<file path="config.mk">
export PLATFORM = sky130hd
export DESIGN_NAME = conv3x3_stream
export DESIGN_NICKNAME = d
export VERILOG_FILES = /design/src/rtl/conv_pkg.sv /design/src/rtl/line_buffer.sv /design/src/rtl/conv3x3_stream.sv
export SDC_FILE = /design/constraint.sdc
export NUM_CORES = 2
export LEC_CHECK = 0
export ABC_AREA = 1
export ABC_CLOCK_PERIOD_IN_PS = 6750
export BUFFER_PORTS_ARGS = -buffer_cell sky130_fd_sc_hd__buf_2
export CAP_MARGIN = 5
export CORE_MARGIN = 2
export CORE_UTILIZATION = 63
export DETAILED_ROUTE_END_ITERATION = 8
export HOLD_SLACK_MARGIN = 0.02
export PLACE_DENSITY = 0.91
export SLEW_MARGIN = 25
export SYNTH_ARGS = -nofsm -noshare
export SYNTH_HDL_FRONTEND = slang
export SYNTH_SLANG_ARGS = --single-unit
</file>
<file path="constraint.sdc">
create_clock -name clk -period 6.75 [get_ports clk]
set_input_delay 0.3375 -clock clk [delete_from_list [all_inputs] [get_ports clk]]
set_output_delay 0.3375 -clock clk [all_outputs]
set_load 0.005 [all_outputs]
</file>
<file path="src/rtl/conv_pkg.sv">
// Shared constants for the 3x3 streaming convolution block.
//   KSIZE / KTAPS   : kernel geometry (3x3, nine taps)
//   COEF_BIAS_ADDR  : coefficient address of the bias register (taps use 0..8)
//   DEF_*           : default parameter values for conv3x3_stream
package conv_pkg;

  localparam int KSIZE       = 3;
  localparam int KTAPS       = KSIZE * KSIZE;
  localparam int COEF_ADDR_W = 4;

  localparam logic [COEF_ADDR_W-1:0] COEF_BIAS_ADDR = 4'd9;

  localparam int DEF_DATA_W = 8;
  localparam int DEF_COEF_W = 8;
  localparam int DEF_OUT_W  = 9;
  localparam int DEF_IMG_W  = 4;
  localparam int DEF_IMG_H  = 4;

  // True when the address names a kernel tap or the bias register.
  function automatic logic coef_addr_ok(input logic [COEF_ADDR_W-1:0] addr);
    return (addr <= COEF_BIAS_ADDR);
  endfunction

endpackage

</file>
<file path="src/rtl/line_buffer.sv">
// Row delay line: a DEPTH-stage shift register advanced only when en is high.
// dout is the sample written DEPTH enabled cycles ago, i.e. the pixel directly
// above the incoming one when DEPTH equals the image width.
//   clk  : clock
//   en   : shift enable (one accepted pixel)
//   din  : incoming sample
//   dout : oldest stored sample
// Contents are pure data storage and are not reset.
module line_buffer
  import conv_pkg::*;
#(
  parameter int DEPTH = DEF_IMG_W,
  parameter int WIDTH = DEF_DATA_W
) (
  input  logic             clk,
  input  logic             en,
  input  logic [WIDTH-1:0] din,
  output logic [WIDTH-1:0] dout
);

  logic [WIDTH-1:0] mem_r [DEPTH];

  // Shift the delay line by one position per enabled cycle.
  always_ff @(posedge clk) begin
    if (en) begin
      mem_r[0] <= din;
      for (int i = 1; i < DEPTH; i++) begin
        mem_r[i] <= mem_r[i-1];
      end
    end
  end

  assign dout = mem_r[DEPTH-1];

endmodule

</file>
<file path="src/rtl/conv3x3_stream.sv">
// Streaming valid-mode 3x3 correlation over a raster-ordered pixel stream.
//   coef_we/coef_addr/coef_data : kernel taps (0..8 row-major) and bias (9),
//                                 writable only while idle
//   relu_en                     : clamp negative results to zero
//   s_valid/s_ready/s_data      : pixel input handshake
//   m_valid/m_ready/m_data      : result output handshake, m_last on final result
//   busy                        : frame in progress or pipeline occupied
// Pipeline: S1 window register, S2 nine products, S3 sum/shift/saturate/ReLU.
// All stages advance together whenever the output register is free or drained.
module conv3x3_stream
  import conv_pkg::*;
#(
  parameter int DATA_W = DEF_DATA_W,
  parameter int COEF_W = DEF_COEF_W,
  parameter int OUT_W  = DEF_OUT_W,
  parameter int IMG_W  = DEF_IMG_W,
  parameter int IMG_H  = DEF_IMG_H,
  parameter int SHIFT  = 0
) (
  input  logic                     clk,
  input  logic                     rst_n,
  input  logic                     coef_we,
  input  logic [3:0]               coef_addr,
  input  logic signed [COEF_W-1:0] coef_data,
  input  logic                     relu_en,
  input  logic                     s_valid,
  output logic                     s_ready,
  input  logic signed [DATA_W-1:0] s_data,
  output logic                     m_valid,
  input  logic                     m_ready,
  output logic signed [OUT_W-1:0]  m_data,
  output logic                     m_last,
  output logic                     busy
);

  localparam int PROD_W = DATA_W + COEF_W;
  localparam int ACC_W  = DATA_W + COEF_W + 4;
  localparam int CW     = $clog2(IMG_W);
  localparam int RW     = $clog2(IMG_H);

  localparam logic signed [ACC_W-1:0] OUT_MAX = ACC_W'((64'sd1 <<< (OUT_W - 1)) - 64'sd1);
  localparam logic signed [ACC_W-1:0] OUT_MIN = ~OUT_MAX;

  logic signed [COEF_W-1:0] coef_r [KTAPS];
  logic signed [COEF_W-1:0] bias_r;
  logic [CW-1:0]            col_r;
  logic [RW-1:0]            row_r;
  logic signed [DATA_W-1:0] win_r  [KTAPS];
  logic signed [PROD_W-1:0] prod_r [KTAPS];
  logic                     v1_r, v2_r, last1_r, last2_r;
  logic                     m_valid_r, m_last_r, busy_r;
  logic signed [OUT_W-1:0]  m_data_r;

  logic                     advance_s, accept_s, win_ok_s;
  logic                     col_last_s, row_last_s, frame_next_s;
  logic                     v1_next_s, v2_next_s, mv_next_s;
  logic [DATA_W-1:0]        lb0_dout_s, lb1_dout_s;
  logic signed [DATA_W-1:0] col_s [KSIZE];
  logic signed [ACC_W-1:0]  sum_s, shifted_s;
  logic signed [OUT_W-1:0]  sat_s, res_s;

  assign advance_s  = !m_valid_r || m_ready;
  assign accept_s   = s_valid && advance_s;
  assign col_last_s = (col_r == CW'(IMG_W - 1));
  assign row_last_s = (row_r == RW'(IMG_H - 1));
  assign win_ok_s   = accept_s && (row_r >= RW'(2)) && (col_r >= RW'(2) ? 1'b1 : 1'b0) && (col_r >= CW'(2));

  line_buffer #(.DEPTH(IMG_W), .WIDTH(DATA_W)) u_lb0 (
    .clk(clk), .en(accept_s), .din(s_data), .dout(lb0_dout_s)
  );
  line_buffer #(.DEPTH(IMG_W), .WIDTH(DATA_W)) u_lb1 (
    .clk(clk), .en(accept_s), .din(lb0_dout_s), .dout(lb1_dout_s)
  );

  // Column entering the window: oldest row on top, live pixel at the bottom.
  assign col_s[0] = lb1_dout_s;
  assign col_s[1] = lb0_dout_s;
  assign col_s[2] = s_data;

  // Kernel and bias registers, frozen while a frame or its results are in flight.
  always_ff @(posedge clk or negedge rst_n) begin
    if (!rst_n) begin
      for (int k = 0; k < KTAPS; k++) coef_r[k] <= {COEF_W{1'b0}};
      bias_r <= {COEF_W{1'b0}};
    end else if (coef_we && !busy_r && coef_addr_ok(coef_addr)) begin
      if (coef_addr == COEF_BIAS_ADDR) bias_r <= coef_data;
      else                             coef_r[coef_addr] <= coef_data;
    end
  end

  // Raster position of the next pixel to be accepted.
  always_ff @(posedge clk or negedge rst_n) begin
    if (!rst_n) begin
      col_r <= {CW{1'b0}};
      row_r <= {RW{1'b0}};
    end else if (accept_s) begin
      if (col_last_s) begin
        col_r <= {CW{1'b0}};
        row_r <= row_last_s ? {RW{1'b0}} : row_r + RW'(1);
      end else begin
        col_r <= col_r + CW'(1);
      end
    end
  end

  // Next-state of the stage valids and of the frame-in-progress flag.
  always_comb begin
    if (advance_s) begin
      v1_next_s = win_ok_s;
      v2_next_s = v1_r;
      mv_next_s = v2_r;
    end else begin
      v1_next_s = v1_r;
      v2_next_s = v2_r;
      mv_next_s = m_valid_r;
    end
    if (accept_s) frame_next_s = !(row_last_s && col_last_s);
    else          frame_next_s = (col_r != {CW{1'b0}}) || (row_r != {RW{1'b0}});
  end

  // S1: slide the 3x3 window one column per accepted pixel.
  always_ff @(posedge clk or negedge rst_n) begin
    if (!rst_n) begin
      for (int k = 0; k < KTAPS; k++) win_r[k] <= {DATA_W{1'b0}};
      last1_r <= 1'b0;
    end else if (accept_s) begin
      for (int r = 0; r < KSIZE; r++) begin
        win_r[r*KSIZE]     <= win_r[r*KSIZE + 1];
        win_r[r*KSIZE + 1] <= win_r[r*KSIZE + 2];
        win_r[r*KSIZE + 2] <= col_s[r];
      end
      last1_r <= row_last_s && col_last_s;
    end
  end

  // S2: nine full-precision signed products.
  always_ff @(posedge clk or negedge rst_n) begin
    if (!rst_n) begin
      for (int k = 0; k < KTAPS; k++) prod_r[k] <= {PROD_W{1'b0}};
      last2_r <= 1'b0;
    end else if (advance_s) begin
      for (int k = 0; k < KTAPS; k++) begin
        prod_r[k] <= PROD_W'(win_r[k]) * PROD_W'(coef_r[k]);
      end
      last2_r <= last1_r;
    end
  end

  // S3 datapath: accumulate with bias, shift, saturate, optional ReLU.
  always_comb begin
    sum_s = ACC_W'(bias_r);
    for (int k = 0; k < KTAPS; k++) begin
      sum_s = sum_s + ACC_W'(prod_r[k]);
    end
    shifted_s = sum_s >>> SHIFT;
    if (shifted_s > OUT_MAX)      sat_s = OUT_MAX[OUT_W-1:0];
    else if (shifted_s < OUT_MIN) sat_s = OUT_MIN[OUT_W-1:0];
    else                          sat_s = shifted_s[OUT_W-1:0];
    if (relu_en && sat_s[OUT_W-1]) res_s = {OUT_W{1'b0}};
    else                           res_s = sat_s;
  end

  // Stage valids, output register and busy flag.
  always_ff @(posedge clk or negedge rst_n) begin
    if (!rst_n) begin
      v1_r      <= 1'b0;
      v2_r      <= 1'b0;
      m_valid_r <= 1'b0;
      m_last_r  <= 1'b0;
      m_data_r  <= {OUT_W{1'b0}};
      busy_r    <= 1'b0;
    end else begin
      v1_r      <= v1_next_s;
      v2_r      <= v2_next_s;
      m_valid_r <= mv_next_s;
      busy_r    <= frame_next_s || v1_next_s || v2_next_s || mv_next_s;
      if (advance_s) begin
        m_last_r <= v2_r && last2_r;
        if (v2_r) m_data_r <= res_s;
      end
    end
  end

  assign s_ready = advance_s;
  assign m_valid = m_valid_r;
  assign m_data  = m_data_r;
  assign m_last  = m_last_r;
  assign busy    = busy_r;

endmodule
</file>
==> reports/results.txt <==
outcome = finished clean
largest net degree at the start of global routing = 179
die area = 66,710 um2
area delta synth->final = 5.356%
Ports = 39
DRC Markers = 0
num rows = 93
synthesized area = 40,740 um2
grt met1 use = 39.61%
cell count of the worst reg-to-reg path = 23
asr flop ratio synth = 83.16%
Max Cap Violations = 0
Final Hold Viols = 0
WP data arrival = 6.01 ns
Hold Crit Depth = 4
met2 GRT Util = 53.81%
final antenna-violating net count = 0
detailed-route via count = 31,300
clock sink count = 380
CTS H-tree lvls = 2
CTS tree = built
PortBufs = 38
Syn. warnings = 0
reg-to-reg startpoint = bias_r[7]$_DFFE_PN0P_
crit-path max FO = 8
min-delay worst type = primary input to register
predominant post-synthesis flop cell = dfrtp_1
via density per instance = 5.606
Worst Hold Launch = s_valid
crit path capture type = register
initial DRC count = 3,337
Period Utilization, post-route = 81.70%
post-synthesis average cell area = 8.515 um2
routability cong. = 0.9189
fin. max-slew vios = 0
final wirelength = 104,500 um
starting density of the core = 63.42%
Clock Pin Slew Worst Setup and Hold Paths = 0.06 ns
Tmin final = 5.515 ns
Leak = 23.37 nW
pin slew with the least headroom to its limit = 1.120 ns
Multi-input gate area = 25,420 um2
final std cells w/o fill = 5,583
final core utilization = 66.82%
vias in the first global route = 33,210
Max VDD drop = 0.6920 mV
initial antenna violation count = 8
Inst Count DP = 5,485
Worst Hold Margin = 0.2180 ns
met3 Use GR = 7.052%
Crit path required time = 7.24 ns
setup tns final = 0 ns
Fillers = 4,525
commonest cells after routing, fill and taps aside = 1,263 x inv_1, 1,202 x nand2_1, 627 x fa_1
#FFs+latches synth = 380
Syn Inst Count = 4,784
EDFF count, synth = 64
routed length per instance = 18.72 um
achievable frequency = 0.1813 GHz
startpoint types = register
Post-CTS Resized = 0
Crit Path Class = register to register
crit path from = bias_r[7]$_DFFE_PN0P_
fin nets = 5,628
Pre-Repair DR Iteration Count = 9
share of layout cells above drive strength 1 = 3.858%
syn nets = 5,727
synth unique cells = 39
clk_skew = 0.01688 ns
root buffer cell = clkbuf_16
worst relative slew slack = 25.26%
reg-to-reg slack, setup = 1.23 ns
worst skew pair latency = 0.61 ns
post-detail-place hpwl = 80,250 um
Die W = 258.3 um
commonest non-fill, non-tap cell in the layout = inv_1
Placeable Area = 64,230 um2
global-route wire length before repair = 171,000 um
RSZ-0062 raised after global routing = no
register area share after synthesis = 24.13%
P per Cell Area = 450.4 nW/um2
Die Y = 258.3 um
FF+latch area = 9829 um2
overall routing resource usage = 32.77%
grt ovf = 0
clock buffer depth = 3
Final Setup Violations = 0
GRT busiest layer = met2
CTS buffer count = 42
critical path, stage by stage, from the launching register on:
cell and delay (ns):
dfrtp_1 0.42, inv_1 0.45, fa_1 0.51, inv_1 0.08, fa_1 0.43, fa_1 0.47, fa_1 0.52, inv_1 0.07
fa_1 0.49, inv_1 0.04, ha_1 0.38, nand2_1 0.16, nor2_1 0.30, and2_1 0.17, nand2_1 0.07, nand3_1 0.09
nand2_1 0.09, nor2_1 0.10, nand2_1 0.06, nand3b_1 0.16, nand2_2 0.14, nand2_1 0.07, nand3_1 0.08, nand2_1 0.05
cells by family after synthesis:
kind of cell,count (synthesis),share of synthesized area (%)
AO/OA/AOI/OAI,447,5.854
XOR/XNOR,112,2.426
adder cells (fa/ha/maj),917,39.72
buffers and inverters,1467,13.52
flip-flops,380,24.13
AND/OR/NAND/NOR,1461,14.36
sequential cells by signal (all words and copies together), names as in the netlist, 2 cells and up:
signal,flops
prod_r,144
coef_r,72
win_r,72
u_lb0.mem_r,32
u_lb1.mem_r,32
m_data,9
bias_r,8
col_r,2
row_r,2
metrics by stage:
step           total power [W]  instance area, um2  setup WS, ns
2_1_floorplan          0.01307               40740         1.911
3_3_place_gp           0.01590               41350         1.494
3_5_place_dp           0.01650               41350         1.301
4_1_cts                0.01914               42860         1.256
5_1_grt                0.02113               42890        0.8992
6_report               0.01933               42920         1.235
worst paths after layout:
check / endpoint
min: win_r[55]$_DFFE_PN0P_
min reg2reg: u_lb1.mem_r[2][7]$_DFFE_PP_
min in group asynchronous: busy$_DFF_PN0_
max in group asynchronous: win_r[26]$_DFFE_PN0P_
max reg2reg: m_data[6]$_DFFE_PN0P_
max: m_data[6]$_DFFE_PN0P_
per-layer routing:
metal	routed length (um)	up-vias
li1	-	13790
met2	49400	1620
met1	37380	15370
met4	8256	16
met3	9389	496
met5	104	-
synth_stat cells, types with 10 or more instances:
master    count  share of area (%)
dfrtp_1     316                 19
clkbuf_1    196                1.8
ha_1        290                8.9
nand2_1    1203                 11
inv_1      1265                 12
a31oi_1      21               0.32
nand2_2      10               0.15
fa_1        627                 31
nand3_1      92                1.1
xnor2_1      54                1.2
o21ai_0     295                3.6
a21oi_1      93                1.1
nor3_1       13               0.16
edfxtp_1     64                4.7
or2_2        41               0.63
nor2_1       72               0.66
xor2_1       57                1.2
power breakdown:
group / switching [W] / internal, W / total, W
sequential: 0.000953 / 0.00292 / 0.00388
clock: 0.00105 / 0.00135 / 0.00241
combinational: 0.00840 / 0.00465 / 0.0130
total: 0.0104 / 0.00893 / 0.0193
layout make-up:
cell class | count | area share, %
Antenna cell | 11 | 0.06413
Clock buffer | 61 | 2.758
Clock inverter | 15 | 0.5481
Inverter | 1268 | 11.10
Multi-Input combinational cell | 2937 | 59.22
Sequential cell | 380 | 22.90
Tap cell | 855 | 2.493
Timing Repair Buffer | 56 | 0.9154
timing repair:
item	4_1_cts	5_1_grt
endpoints found under the hold margin	87	0
hold buffers	10	0
buffers inserted	0	0
Note: power is estimated with default switching activity, not from simulation.
